`src/rtl/ext_ipa_pkg.sv`:
```
// Shared encodings for the AXI read responder: burst types, response codes
// and the responder FSM states.
package ext_ipa_pkg;

  localparam logic [1:0] BURST_FIXED = 2'b00;
  localparam logic [1:0] BURST_INCR  = 2'b01;
  localparam logic [1:0] BURST_WRAP  = 2'b10;
  localparam logic [1:0] BURST_RSVD  = 2'b11;

  localparam logic [1:0] RESP_OKAY   = 2'b00;
  localparam logic [1:0] RESP_SLVERR = 2'b10;

  typedef enum logic [1:0] {
    IDLE,
    ISSUE,
    ERR
  } state_e;

endpackage

```
`src/rtl/ext_resp_fifo_ipa.sv`:
```
// Two-entry valid/ready FIFO holding complete R beats; the occupancy is
// exported so the responder can budget memory requests against it.
module ext_resp_fifo_ipa #(
  parameter int WIDTH = 8
) (
  input  logic             clk_i,
  input  logic             rst_i,
  input  logic             push_valid_i,
  output logic             push_ready_o,
  input  logic [WIDTH-1:0] push_data_i,
  output logic             pop_valid_o,
  input  logic             pop_ready_i,
  output logic [WIDTH-1:0] pop_data_o,
  output logic [1:0]       count_o
);

  logic [WIDTH-1:0] mem_q [2];
  logic             wr_ptr_q;
  logic             rd_ptr_q;
  logic [1:0]       count_q;
  logic             push;
  logic             pop;

  assign push_ready_o = (count_q != 2'd2);
  assign pop_valid_o  = (count_q != 2'd0);
  assign pop_data_o   = mem_q[rd_ptr_q];
  assign count_o      = count_q;
  assign push         = push_valid_i & push_ready_o;
  assign pop          = pop_valid_o & pop_ready_i;

  // Storage is cleared on reset so the R outputs read as zero afterwards.
  always_ff @(posedge clk_i) begin
    if (rst_i) begin
      mem_q[0] <= '0;
      mem_q[1] <= '0;
      wr_ptr_q <= 1'b0;
      rd_ptr_q <= 1'b0;
      count_q  <= 2'd0;
    end else begin
      if (push) begin
        mem_q[wr_ptr_q] <= push_data_i;
        wr_ptr_q        <= ~wr_ptr_q;
      end
      if (pop) begin
        rd_ptr_q <= ~rd_ptr_q;
      end
      case ({push, pop})
        2'b10:   count_q <= count_q + 2'd1;
        2'b01:   count_q <= count_q - 2'd1;
        default: count_q <= count_q;
      endcase
    end
  end

endmodule

```
`src/rtl/ext_r_responder_ipa.sv`:
```
// AXI read responder: turns one AR burst into word-wide memory reads and
// returns the data as R beats through a two-entry response FIFO.
module ext_r_responder_ipa
  import ext_ipa_pkg::*;
#(
  parameter int ID_WIDTH   = 4,
  parameter int ADDR_WIDTH = 32,
  parameter int DATA_WIDTH = 64,
  parameter int USER_WIDTH = 6
) (
  input  logic                  clk_i,
  input  logic                  rst_i,
  input  logic                  ar_valid_i,
  output logic                  ar_ready_o,
  input  logic [ID_WIDTH-1:0]   ar_id_i,
  input  logic [USER_WIDTH-1:0] ar_user_i,
  input  logic [ADDR_WIDTH-1:0] ar_addr_i,
  input  logic [7:0]            ar_len_i,
  input  logic [2:0]            ar_size_i,
  input  logic [1:0]            ar_burst_i,
  output logic                  mem_req_o,
  input  logic                  mem_gnt_i,
  output logic [ADDR_WIDTH-1:0] mem_addr_o,
  input  logic                  mem_rvalid_i,
  input  logic [DATA_WIDTH-1:0] mem_rdata_i,
  input  logic                  mem_err_i,
  output logic                  r_valid_o,
  input  logic                  r_ready_i,
  output logic [DATA_WIDTH-1:0] r_data_o,
  output logic [1:0]            r_resp_o,
  output logic [ID_WIDTH-1:0]   r_id_o,
  output logic [USER_WIDTH-1:0] r_user_o,
  output logic                  r_last_o
);

  localparam int BUS_LSB = $clog2(DATA_WIDTH / 8);
  localparam int TAG_W   = ID_WIDTH + USER_WIDTH + 1;
  localparam int ENTRY_W = ID_WIDTH + USER_WIDTH + DATA_WIDTH + 3;

  state_e                  state_q, state_d;
  logic [ID_WIDTH-1:0]     id_q;
  logic [USER_WIDTH-1:0]   user_q;
  logic [ADDR_WIDTH-1:0]   addr_q;
  logic [7:0]              len_q;
  logic [2:0]              size_q;
  logic [1:0]              burst_q;
  logic [7:0]              cnt_q;
  logic [1:0]              outst_q;
  logic [TAG_W-1:0]        tag_q [2];
  logic                    tag_wr_q;
  logic                    tag_rd_q;

  logic                    ar_accept;
  logic                    ar_bad;
  logic                    last_beat;
  logic                    issue;
  logic                    rsp_accept;
  logic                    err_push;
  logic                    pop;
  logic [2:0]              occupancy;
  logic [1:0]              fifo_count;
  logic                    push_valid;
  logic                    push_ready;
  logic [ENTRY_W-1:0]      push_data;
  logic [ENTRY_W-1:0]      pop_data;
  logic [TAG_W-1:0]        rsp_tag;
  logic [ADDR_WIDTH-1:0]   size_bytes;
  logic [ADDR_WIDTH-1:0]   incr_addr;
  logic [ADDR_WIDTH-1:0]   wrap_mask;
  logic [ADDR_WIDTH-1:0]   next_addr;

  assign ar_ready_o = (state_q == IDLE);
  assign ar_accept  = ar_valid_i & ar_ready_o;
  assign ar_bad     = (ar_burst_i == BURST_RSVD) ||
                      (int'(ar_size_i) > BUS_LSB) ||
                      ((ar_burst_i == BURST_WRAP) &&
                       !(ar_len_i inside {8'd1, 8'd3, 8'd7, 8'd15}));
  assign last_beat  = (cnt_q == len_q);

  // A beat leaving the FIFO this cycle frees its slot, which keeps zero-wait
  // memory streaming at one beat per cycle with only two entries of credit.
  assign pop        = r_valid_o & r_ready_i;
  assign occupancy  = {1'b0, fifo_count} + {1'b0, outst_q} - {2'b00, pop};
  assign mem_req_o  = (state_q == ISSUE) && (occupancy < 3'd2);
  assign issue      = mem_req_o & mem_gnt_i;
  assign rsp_accept = mem_rvalid_i && (outst_q != 2'd0);
  assign err_push   = (state_q == ERR) && (outst_q == 2'd0) && push_ready;
  assign mem_addr_o = {addr_q[ADDR_WIDTH-1:BUS_LSB], {BUS_LSB{1'b0}}};

  always_comb begin
    size_bytes = ADDR_WIDTH'(1) << size_q;
    incr_addr  = (addr_q & ~(size_bytes - ADDR_WIDTH'(1))) + size_bytes;
    wrap_mask  = (ADDR_WIDTH'({1'b0, len_q} + 9'd1) << size_q) - ADDR_WIDTH'(1);
    case (burst_q)
      BURST_INCR: next_addr = incr_addr;
      BURST_WRAP: next_addr = (addr_q & ~wrap_mask) | (incr_addr & wrap_mask);
      default:    next_addr = addr_q;
    endcase
  end

  always_comb begin
    state_d = state_q;
    case (state_q)
      IDLE:    if (ar_valid_i) state_d = ar_bad ? ERR : ISSUE;
      ISSUE:   if (issue && last_beat) state_d = IDLE;
      ERR:     if (err_push && last_beat) state_d = IDLE;
      default: state_d = IDLE;
    endcase
  end

  always_ff @(posedge clk_i) begin
    if (rst_i) state_q <= IDLE;
    else       state_q <= state_d;
  end

  always_ff @(posedge clk_i) begin
    if (rst_i) begin
      id_q     <= '0;
      user_q   <= '0;
      addr_q   <= '0;
      len_q    <= '0;
      size_q   <= '0;
      burst_q  <= '0;
      cnt_q    <= '0;
      outst_q  <= '0;
      tag_wr_q <= 1'b0;
      tag_rd_q <= 1'b0;
    end else begin
      if (ar_accept) begin
        id_q    <= ar_id_i;
        user_q  <= ar_user_i;
        addr_q  <= ar_addr_i;
        len_q   <= ar_len_i;
        size_q  <= ar_size_i;
        burst_q <= ar_burst_i;
        cnt_q   <= '0;
      end else if ((issue || err_push) && !last_beat) begin
        cnt_q  <= cnt_q + 8'd1;
        addr_q <= next_addr;
      end
      outst_q <= outst_q + 2'(issue) - 2'(rsp_accept);
      if (issue)      tag_wr_q <= ~tag_wr_q;
      if (rsp_accept) tag_rd_q <= ~tag_rd_q;
    end
  end

  // Each granted beat carries its own id/user/last, since a new AR may
  // overwrite the latched fields before the memory data returns.
  always_ff @(posedge clk_i) begin
    if (issue) tag_q[tag_wr_q] <= {id_q, user_q, last_beat};
  end

  always_comb begin
    rsp_tag    = tag_q[tag_rd_q];
    push_valid = rsp_accept || err_push;
    if (rsp_accept)
      push_data = {rsp_tag[TAG_W-1:1], mem_rdata_i,
                   mem_err_i ? RESP_SLVERR : RESP_OKAY, rsp_tag[0]};
    else
      push_data = {id_q, user_q, {DATA_WIDTH{1'b0}}, RESP_SLVERR, last_beat};
  end

  ext_resp_fifo_ipa #(
    .WIDTH(ENTRY_W)
  ) u_resp_fifo (
    .clk_i       (clk_i),
    .rst_i       (rst_i),
    .push_valid_i(push_valid),
    .push_ready_o(push_ready),
    .push_data_i (push_data),
    .pop_valid_o (r_valid_o),
    .pop_ready_i (r_ready_i),
    .pop_data_o  (pop_data),
    .count_o     (fifo_count)
  );

  assign {r_id_o, r_user_o, r_data_o, r_resp_o, r_last_o} = pop_data;

endmodule
```
`config.mk`:
```
export PLATFORM = sky130hd
export DESIGN_NAME = ext_r_responder_ipa
export DESIGN_NICKNAME = d
export VERILOG_FILES = /design/src/rtl/ext_ipa_pkg.sv /design/src/rtl/ext_resp_fifo_ipa.sv /design/src/rtl/ext_r_responder_ipa.sv
export SDC_FILE = /design/constraint.sdc
export NUM_CORES = 1
export LEC_CHECK = 0
export CAP_MARGIN = 20
export CELL_PAD_IN_SITES_DETAIL_PLACEMENT = 1
export CELL_PAD_IN_SITES_GLOBAL_PLACEMENT = 2
export CORE_AREA = 3 3 202 204
export DETAILED_ROUTE_END_ITERATION = 7
export DIE_AREA = 0 0 205 207
export PLACE_DENSITY_LB_ADDON = 0.15
export SLEW_MARGIN = 20
export SYNTH_ARGS = -nofsm -noshare
export SYNTH_HDL_FRONTEND = slang
export SYNTH_SLANG_ARGS = --single-unit
export TNS_END_PERCENT = 1
```
`constraint.sdc`:
```
create_clock -name clk_i -period 9.3 [get_ports clk_i]
set_input_delay 1.395 -clock clk_i [delete_from_list [all_inputs] [get_ports clk_i]]
set_output_delay 1.395 -clock clk_i [all_outputs]
set_load 0.005 [all_outputs]
```
Yosys cells after proc, flatten, opt, wreduce, memory -nomap -nowiden
Memory sizes are Yosys's and may differ from the RTL's. A register that Yosys moved wholly into a read port is not among the register bits.
Index checks and enable logic that the tools add are counted.
{"block": "word_totals", "in_bits": 126, "wordCells": 113, "output_inout_bits": 112, "register_bits": 73, "mem_count": 2, "romBits": 0, "latch_bits": 0, "ram_bits": 176}
{"name": "u_resp_fifo.mem_q", "words": 2, "width": 77, "rd": 1, "rd_clocked_by_memory_dff": 1, "wr": 2, "line": "ext_resp_fifo_ipa.sv:17", "text": "logic [WIDTH-1:0] mem_q [2];"}
{"name": "tag_q", "words": 2, "width": 11, "rd": 1, "rd_clocked_by_memory_dff": 1, "wr": 1, "line": "ext_r_responder_ipa.sv:49", "text": "logic [TAG_W-1:0] tag_q [2];"}
{"block": "op_classes", "addsub": 11, "n_reduce_logical": 26, "multipliers": 0, "mux": 25, "n_lt_le_gt_ge": 2, "shifts": 2, "bitwise": 14, "n_eq_ne": 17, "div": 0}
{"cell": "two-way mux 77 bit", "n": 2}
{"cell": "bitwise AND 32 bit", "n": 3}
{"cell": "OR reduction 77 bit", "n": 1}
{"cell": "two-way mux 32 bit", "n": 2}
{"cell": "NOT 32 bit", "n": 2}
{"cell": "case mux 32 bit (2 select lines)", "n": 1}
{"cell": "subtractor 32 x 1 -> 32 bit (second input constant)", "n": 2}
{"cell": "adder 32 bit", "n": 1}
{"cell": "bitwise OR 32 bit", "n": 1}
{"cell": "<< shifter 1 x 3 -> 32 bit (first input constant)", "n": 1}
{"cell": "<< shifter 9 x 3 -> 32 bit", "n": 1}
{"cell": "two-way mux 1 bit", "n": 13}
{"cell": "equality test 2 bit (second input constant)", "n": 5}
{"cell": "two-way mux 2 bit", "n": 5}
{"cell": "adder 8 x 1 -> 9 bit (second input constant)", "n": 1}
{"cell": "adder 8 x 1 -> 8 bit (second input constant)", "n": 1}
{"cell": "equality test 8 x 1 -> 1 bit (second input constant)", "n": 1}
{"cell": "equality test 8 x 2 -> 1 bit (second input constant)", "n": 1}
{"cell": "equality test 8 x 3 -> 1 bit (second input constant)", "n": 1}
{"cell": "equality test 8 x 4 -> 1 bit (second input constant)", "n": 1}
{"cell": "equality test 8 bit", "n": 1}
{"cell": "logical AND 1 bit", "n": 8}
{"cell": "nonzero test 2 bit", "n": 4}
{"cell": "equality test 2 x 1 -> 1 bit (second input constant)", "n": 3}
{"cell": "22 further kinds", "n": 35}

Longest topological paths before layout
{"block": "logic_depth", "word_depth": 10, "mapped_depth": 17, "mapped_depth_nobuf": 16}

Cells and area by module
A second synthesis with hierarchy kept.
{"block": "hier_totals", "cells_unflattened": 1427, "hier_area_um2": 14103.5}
{"mod": "ext_r_responder_ipa", "n_inst": 1, "cells_per_inst": 905, "seq_area_each_um2": 2062.0, "area_each_um2": 7109.3}
{"mod": "ext_resp_fifo_ipa", "n_inst": 1, "cells_per_inst": 522, "seq_area_each_um2": 4724.5, "area_each_um2": 6994.2}

Worst setup path after synthesis
Ideal clock, no wire load.
{"block": "synth_path", "kind": "input -> register", "startpoint": "input port mem_rvalid_i", "endpoint": "memory u_resp_fifo.mem_q[0][0] in the netlist's numbering, enable pin", "n_path_buf": 0, "stages": 4, "arrival_time_ns": 7.148, "setup_ns": 0.615, "setup_slack_ns": 1.537, "cell_sequence": "o21ai_1 > inv_1 > a21oi_1 > o21ai_0"}
{"element": "start, declared", "line": "ext_r_responder_ipa.sv:24", "text": "input logic mem_rvalid_i,"}
{"element": "end, declared", "line": "ext_resp_fifo_ipa.sv:17"}

Final worst setup path
{"block": "layout_path", "startpoint": "input port r_ready_i", "endpoint": "output port mem_req_o"}
{"block": "layout_via", "elab_chain_len": 4}
{"element": "start, declared", "line": "ext_r_responder_ipa.sv:28", "text": "input logic r_ready_i,"}
{"element": "bitwise AND 1 bit", "line": "ext_r_responder_ipa.sv:82", "text": "assign pop = r_valid_o & r_ready_i;"}
{"element": "named net pop", "line": "ext_r_responder_ipa.sv:59", "text": "logic pop;"}
{"element": "subtractor 3 x 1 -> 3 bit", "line": "ext_r_responder_ipa.sv:83", "text": "assign occupancy = {1'b0, fifo_count} + {1'b0, outst_q} - {2'b00, pop};"}
{"element": "< comparator 3 x 2 -> 1 bit", "line": "ext_r_responder_ipa.sv:84", "text": "assign mem_req_o = (state_q == ISSUE) && (occupancy < 3'd2);"}
{"element": "logical AND 1 bit", "line": "ext_r_responder_ipa.sv:84"}
{"element": "end, declared", "line": "ext_r_responder_ipa.sv:21", "text": "output logic mem_req_o,"}
The timed path passes the listed nets, and every way through them passes these cells.

==> out/results.md <==
| Quantity | Reported | Unit |
| --- | --- | --- |
| PortBufs | 233 | - |
| Crit start category | input port | - |
| Largest fanout on the critical path | 3 | - |
| Final hold violation count | 0 | - |
| Leftover overflow at the end of global routing | 0 | - |
| Worst slack on hold paths | 0.4858 | ns |
| Relative slew margins | 27.15 | % |
| Type of the worst setup path | input port to output pin | - |
| Clock network latency to the later pin of the worst-skew pair | 0.55 | ns |
| Async set or reset register ratio after synthesis | 0 | % |
| Number of hold-repair buffers added at the cts stage | 0 | - |
| Worst Path Buf+Inv | 2 | - |
| CORE AREA | 0.03946 | mm^2 |
| Total via count in the routed design | 10490 | - |
| DIE WIDTH | 205 | um |
| Power per cell area | 215.1 | mW/mm^2 |
| Max Buffers Root-to-Sink | 3 | - |
| CTS root buf | sky130_fd_sc_hd__clkbuf_16 | - |
| Slew at the pin with the worst max-slew slack | 1.093 | ns |
| Wire length of the first global-routing pass | 63.27 | mm |
| Setup violators final | 0 | - |
| Total setup buffers inserted after CTS | 0 | - |
| Number of enable flip-flop cells after synthesis | 174 | - |
| Maximum frequency from static timing analysis | 0.1889 | GHz |
| Number of cells upsized or downsized after cts | 0 | - |
| Most common cell after layout, fill and taps aside | sky130_fd_sc_hd__clkdlybuf4s50_1 | - |
| Number of global-route vias before repair | 10890 | - |
| Main synth FF type | sky130_fd_sc_hd__edfxtp_1 | - |
| Average size of a mapped cell | 10.33 | um^2 |
| Result of the run | complete, no violations | - |
| Number of remaining DRC errors | 0 | - |
| Filler cell count in the final layout | 4349 | - |
| Number of nets in the final layout | 1581 | - |
| Clock slew at the register clock pins of the worst setup and hold paths | 0.06 | ns |
| H-Tree Level Count | 1 | - |
| Sequence of cells on the critical path | clkdlybuf4s50_1 > and2_1 > ha_1 > nand2b_1 > fa_1 > xnor2_1 > nor3b_1 > clkdlybuf4s50_1 | - |
| Synth warnings | 0 | - |
| Max-slew violation count | 0 | - |
| RSZ-0062 raised after global routing | false | - |
| Path category of the worst min-delay check | flop to flop | - |
| Post-route antenna net violation count | 0 | - |
| Row cnt | 73 | - |
| Overall die area | 0.04244 | mm^2 |
| Number of diodes added for antenna fixing | 0 | - |
| Number of placed I/O pins | 238 | - |
| Flops & latches, synth | 249 | - |
| Post-Route Skew | 0.01231 | ns |
| Iter 0 DRT Violations | 557 | - |
| Element type at the critical path end | output pin | - |
| Maxcap violations | 0 | - |
| Clock buffer count from CTS | 29 | - |
| Clock tree from TritonCTS | built | - |
| WL final | 40.56 | mm |
| CP dominant cell by count | sky130_fd_sc_hd__clkdlybuf4s50_1 | - |
| Reported leakage power | 6.291 | nW |
| Total global routing track utilization | 18.58 | % |
| Sum of negative setup slack | 0 | ns |
| Chip Height | 207 | um |
| Max stage delay cell, worst path | sky130_fd_sc_hd__clkdlybuf4s50_1 | - |
| Length of the first detailed-routing pass in iterations | 5 | - |
| Data arrival time of the worst path | 3.90 | ns |
| Cell family with most CP delay | buffers and inverters | - |
| Average routed wire per standard cell | 20.41 | um |
| Peak VDD IR | 0.1539 | mV |
| Required time of the critical path | 7.91 | ns |
| TritonCTS Sinks | 249 | - |
| Share of the core filled with cells | 42.18 | % |
| Synth-to-Final Area Change | 25.38 | % |
| Number of distinct library cell variants in the gate-level netlist after synthesis | 80 | - |
| Number of antenna violations at the first check in global routing | 1 | - |
| Initial core utilization | 33.64 | % |
| Area of the mapped netlist | 0.01328 | mm^2 |
| Routed via count divided by cell count | 5.278 | - |
| Weighted congestion at the end of routability-driven global placement | 0.7948 | - |
| Final critical-path required period | 5.295 | ns |
| Detailed-placement wirelength estimate | 26.81 | mm |
| Portion of the post-synthesis area used by sequential elements | 50.67 | % |
| Most frequent cells in the layout | sky130_fd_sc_hd__clkdlybuf4s50_1 (232), sky130_fd_sc_hd__edfxtp_1 (174), sky130_fd_sc_hd__and3_1 (141) | - |
| Number of cells produced by synthesis | 1285 | - |
| Largest stage delay, worst path | 0.64 | ns |
| Maximum number of pins on one net before global-route repair | 130 | - |
| Share of the clock period used by the worst path after layout | 56.94 | % |
| Fraction of layout cells with a size suffix above 1 | 10.60 | % |
==> worst register-to-register path, stage by stage, from the launching register on <==
cell	delay (ns)
sky130_fd_sc_hd__dfxtp_1	0.78
sky130_fd_sc_hd__ha_1	0.42
sky130_fd_sc_hd__and3_4	0.31
sky130_fd_sc_hd__o22ai_1	0.11
sky130_fd_sc_hd__a32o_1	0.22
sky130_fd_sc_hd__a221oi_1	0.69
sky130_fd_sc_hd__nand3b_1	0.37
sky130_fd_sc_hd__nor4_1	0.57
sky130_fd_sc_hd__o21ai_1	0.38
sky130_fd_sc_hd__or4_1	0.57
sky130_fd_sc_hd__a311oi_1	0.25
==> through the flow <==
step                      worst slack, ns  instances  instance area, um^2  power [mW]
final                               4.005       1987                16640       3.580
after global routing                3.863       1987                16640       3.787
after CTS                           3.958       1986                16630       3.642
after detailed placement            3.602       1934                15800       2.595
after global placement              3.651       1933                15770       2.570
after floorplan                     1.537       1288                13290       2.073
==> power by group <==
part	total, mW	switching, mW	internal [mW]
registers	1.45	0.0913	1.36
logic	1.10	0.561	0.541
clock network	1.02	0.445	0.578
==> final timing paths <==
check,cells past startpoint,slack [ns],start,endpoint
min,2,0.49,burst_q[1],burst_q[1]
max,8,4.00,r_ready_i,mem_req_o
max reg2reg,10,4.54,len_q[0],flop
min reg2reg,2,0.49,burst_q[1],burst_q[1]
==> layer usage <==
layer | GRT usage [%] | up-vias | wire length [um]
met5 | 0 | - | 10
met4 | 3.465 | 2 | 602
met3 | 2.735 | 47 | 1945
met2 | 32.20 | 186 | 19930
met1 | 24.83 | 5222 | 18070
li1 | - | 5030 | -
==> cell families (layout without fill, tap and decap cells) <==
kind of cell | count (synthesis) | after routing | share of synthesized area (%)
xor+xnor | 43 | 43 | 2.837
fa+ha+maj | 14 | 14 | 1.376
mux | 98 | 98 | 8.200
compound gates | 217 | 217 | 11.05
flops | 249 | 249 | 50.67
buf+inv | 147 | 321 | 5.401
other cells | 1 | 4 | 0.02825
simple gates | 516 | 516 | 20.44
==> synthesized netlist by cell type, types with 13 or more instances <==
cell	n	area (um^2)
sky130_fd_sc_hd__nand3_1	33	165.2
sky130_fd_sc_hd__nor2_1	110	412.9
sky130_fd_sc_hd__nor4_1	14	87.58
sky130_fd_sc_hd__xnor2_1	19	166.4
sky130_fd_sc_hd__a21oi_1	62	310.3
sky130_fd_sc_hd__clkbuf_1	65	244.0
sky130_fd_sc_hd__buf_1	13	48.80
sky130_fd_sc_hd__a31oi_1	13	81.33
sky130_fd_sc_hd__and2_1	13	81.33
sky130_fd_sc_hd__edfxtp_1	174	5225
sky130_fd_sc_hd__and3_1	141	882.1
sky130_fd_sc_hd__nand2b_1	15	93.84
sky130_fd_sc_hd__mux2i_1	21	210.2
sky130_fd_sc_hd__nor2b_1	14	87.58
sky130_fd_sc_hd__buf_4	34	255.2
sky130_fd_sc_hd__mux2_2	76	855.8
sky130_fd_sc_hd__dfxtp_1	75	1501
sky130_fd_sc_hd__nor3_1	15	75.07
sky130_fd_sc_hd__inv_1	18	67.56
sky130_fd_sc_hd__xor2_1	24	210.2
sky130_fd_sc_hd__ha_1	13	162.7
sky130_fd_sc_hd__nand2_1	102	382.9
sky130_fd_sc_hd__o21ai_0	32	160.2
sky130_fd_sc_hd__a211oi_1	15	112.6
==> area by class of cell <==
type	count	area, um^2	area share (%)
inverter	20	75.07	0.4510
sequential	249	6730	40.43
clock inverter	6	36.28	0.2180
tap	525	656.9	3.946
timing repair buffer	249	2471	14.85
clock buffer	46	789.5	4.743
multi-input combinational	892	5886	35.36
No activity file was read; power rests on OpenSTA's default activity.
==> variant (config.mk and constraints unchanged) <==
The parameter `ID_WIDTH` goes from 4 to 6.
--- a/src/rtl/ext_r_responder_ipa.sv
+++ b/src/rtl/ext_r_responder_ipa.sv
@@ -3,7 +3,7 @@
 module ext_r_responder_ipa
   import ext_ipa_pkg::*;
 #(
-  parameter int ID_WIDTH   = 4,
+  parameter int ID_WIDTH   = 6,
   parameter int ADDR_WIDTH = 32,
   parameter int DATA_WIDTH = 64,
   parameter int USER_WIDTH = 6
Interface: changed (resized ar_id_i and r_id_o); port bits go from 238 to 242. The function was not compared with the original's and may differ.
==> variant against the original RTL <==
- sequential power is 5% higher
- non-clock buffer count grew 3
- first-iteration DRC count shrank 8.6%
- sequential cell count is 10 higher
- maximum frequency up 2.8%
- critical endpoint unchanged
- worst setup slack gained 0.14 ns
- routed wire length shrank 2.4%
- count of clock-buffer cells in the layout decreased by 6
- power rose by 5.2%
- final area is 2.4% higher
- synthesized cell count did not move
- synthesized area rose by 2.0%
- final cell count grew 0.15%
==> variant: results (changes against the original RTL) <==
INFO  global_route   grtUsageMet3=2.53% [-0.20 points]
INFO  layout         post_route_non_filler_standard_cell_count=1,990 [+0.15%]
INFO  layout         seqCellArea=0.00701sqmm [+4.2%]
INFO  place          dp_hpwl=26,600microns [-0.61%]
INFO  place          last_weighted_congestion_value_of_the_routability_driven_placer=0.763 [-4.0%]
INFO  worst_hold_path min_to=user_q[3]
INFO  layout         fill_cells=4,269 [-1.8%]
INFO  clocking       cts_post_setup_buffers_inserted=0 [unchanged]
INFO  clocking       worst_skew_pair.late_latency=0.56ns
INFO  synth          seq_area_frac_synth=51.8% [+1.1 points]
INFO  synth          ys_types=81 [+1.3%]
INFO  setup_path     ff2ff_setup_slack=4.77ns [+0.23 ns]
INFO  timing         finalHoldWorstSlack=0.497ns [+0.0110 ns]
INFO  place          post-place-cells=1,932 [-0.10%]
INFO  synth          synthesis.area_per_instance=10.5squm [+2.0%]
INFO  place          postPlaceCellArea=0.0160sqmm [+1.6%]
INFO  clocking       cts_made_buffers=30 [+3.4%]
INFO  setup_path     worst-endpoint-arrival=3.76ns [-0.14 ns]
INFO  place          port_buf_inserts=237 [+1.7%]
INFO  timing         worst_slew_pin_slew=0.952ns [-0.141 ns]
INFO  layout         layout-drive-gt1-share=10.8% [+0.21 points]
INFO  synth          synth-edff-count=182 [+4.6%]
INFO  global_route   first_pass_grt_wire_length=61,300microns [-3.2%]
INFO  route          route.detailed.wl_per_inst=19.9microns [-2.6%]
INFO  synth          ys_top_cells_by_count=sky130_fd_sc_hd__edfxtp_1 (182), sky130_fd_sc_hd__and3_1 (142), sky130_fd_sc_hd__nor2_1 (122)
INFO  global_route   gr-usage-met1=23.7% [-1.2 points]
INFO  timing         clock_skew=0.0316ns [+0.0193 ns]
INFO  setup_path     r2r_start=size_q[0]
INFO  route          dr.first_iter.drc_count=509 [-8.6%]
INFO  route          vias=10,382 [-1.0%]
INFO  power          p_leak=0.00640uW [+1.7%]
INFO  setup_path     count_of_cells_along_the_worst_register_to_register_path=14 [+4]
INFO  global_route   grt_util_all_layers=17.9% [-0.66 points]
INFO  worst_hold_path min_from=user_q[3]
INFO  run_status     outcome=finished clean
INFO  global_route   global_route.usage.met2=31.1% [-1.1 points]
INFO  global_route   grt_pass1_vias=10,596 [-2.7%]
INFO  power          max-vdd-ir-drop=0.132mV [-14%]
INFO  synth          synth.top_cells.by_area=sky130_fd_sc_hd__edfxtp_1 (40%), sky130_fd_sc_hd__dfxtp_1 (11%), sky130_fd_sc_hd__mux2_2 (6.6%)
-- variant: cell types whose count changed after synthesis, sizes merged, moves of 6 or more --
cell    before  now
nand3       35   29
o21ai       37   21
xor2        24   16
o211ai      13    5
a211oi      15   27
nand2      102   96
or4         12    6
nor2       110  122
edfxtp     174  182
or3         12    5
xnor2       19   27
-- variant: per-stage QoR --
stage	setup WS, ns	power (uW)
4_1_cts	4.15	3820
3_5_place_dp	3.75	2640
6_report	4.15	3770
3_3_place_gp	3.83	2620
5_1_grt	4.01	3970
2_1_floorplan	3.44	2120
-- variant: power breakdown --
group          internal (uW)  switching (uW)  leakage (uW)
Sequential              1410             101       0.00250
Combinational            553             541       0.00343
Clock                    696             460      0.000468
-- variant: cell type report --
cell class	instances	share of cell area (%)
clock buffer	40	4.81
timing repair buffer	252	14.7
tap	525	3.85
inverter	15	0.330
antenna	3	0.0440
sequential	259	41.1
clock inverter	14	0.822
multi-input combinational	882	34.4
-- variant: worst max-delay path by stage --
stage / end
floorplan: u_resp_fifo.mem_q[0][0]
global placement: register
detailed placement: register
CTS: mem_req_o
global route: register
finish: mem_req_o
-- variant: kinds of logic after synthesis --
group	Yosys count	synth area share (%)
AOI/OAI and AO/OA	214	11.0
xor gates and xnor gates	43	2.78
adders and majority gates	14	1.35
buffers and inverters	147	5.33
DFF	259	51.8
muxes	106	8.61
other	1	0.0277
and+or+nand+nor	501	19.1
-- variant: worst min-delay path: cells and delay by family (launching register included) --
| kind | cells | cell delay [ns] |
|---|---|---|
| flip-flops | 1 | 0.33 |
| AND/OR/NAND/NOR | 1 | 0.06 |
| AO/OA/AOI/OAI | 1 | 0.05 |
-- variant: layer usage --
layer / vias up / part of all wire [%] / wire length (microns)
li1: 5008 / - / -
met1: 5136 / 44 / 17600
met2: 196 / 49 / 19400
met3: 42 / 4.5 / 1800
met4: 0 / 1.8 / 727
met5: - / 0 / 0
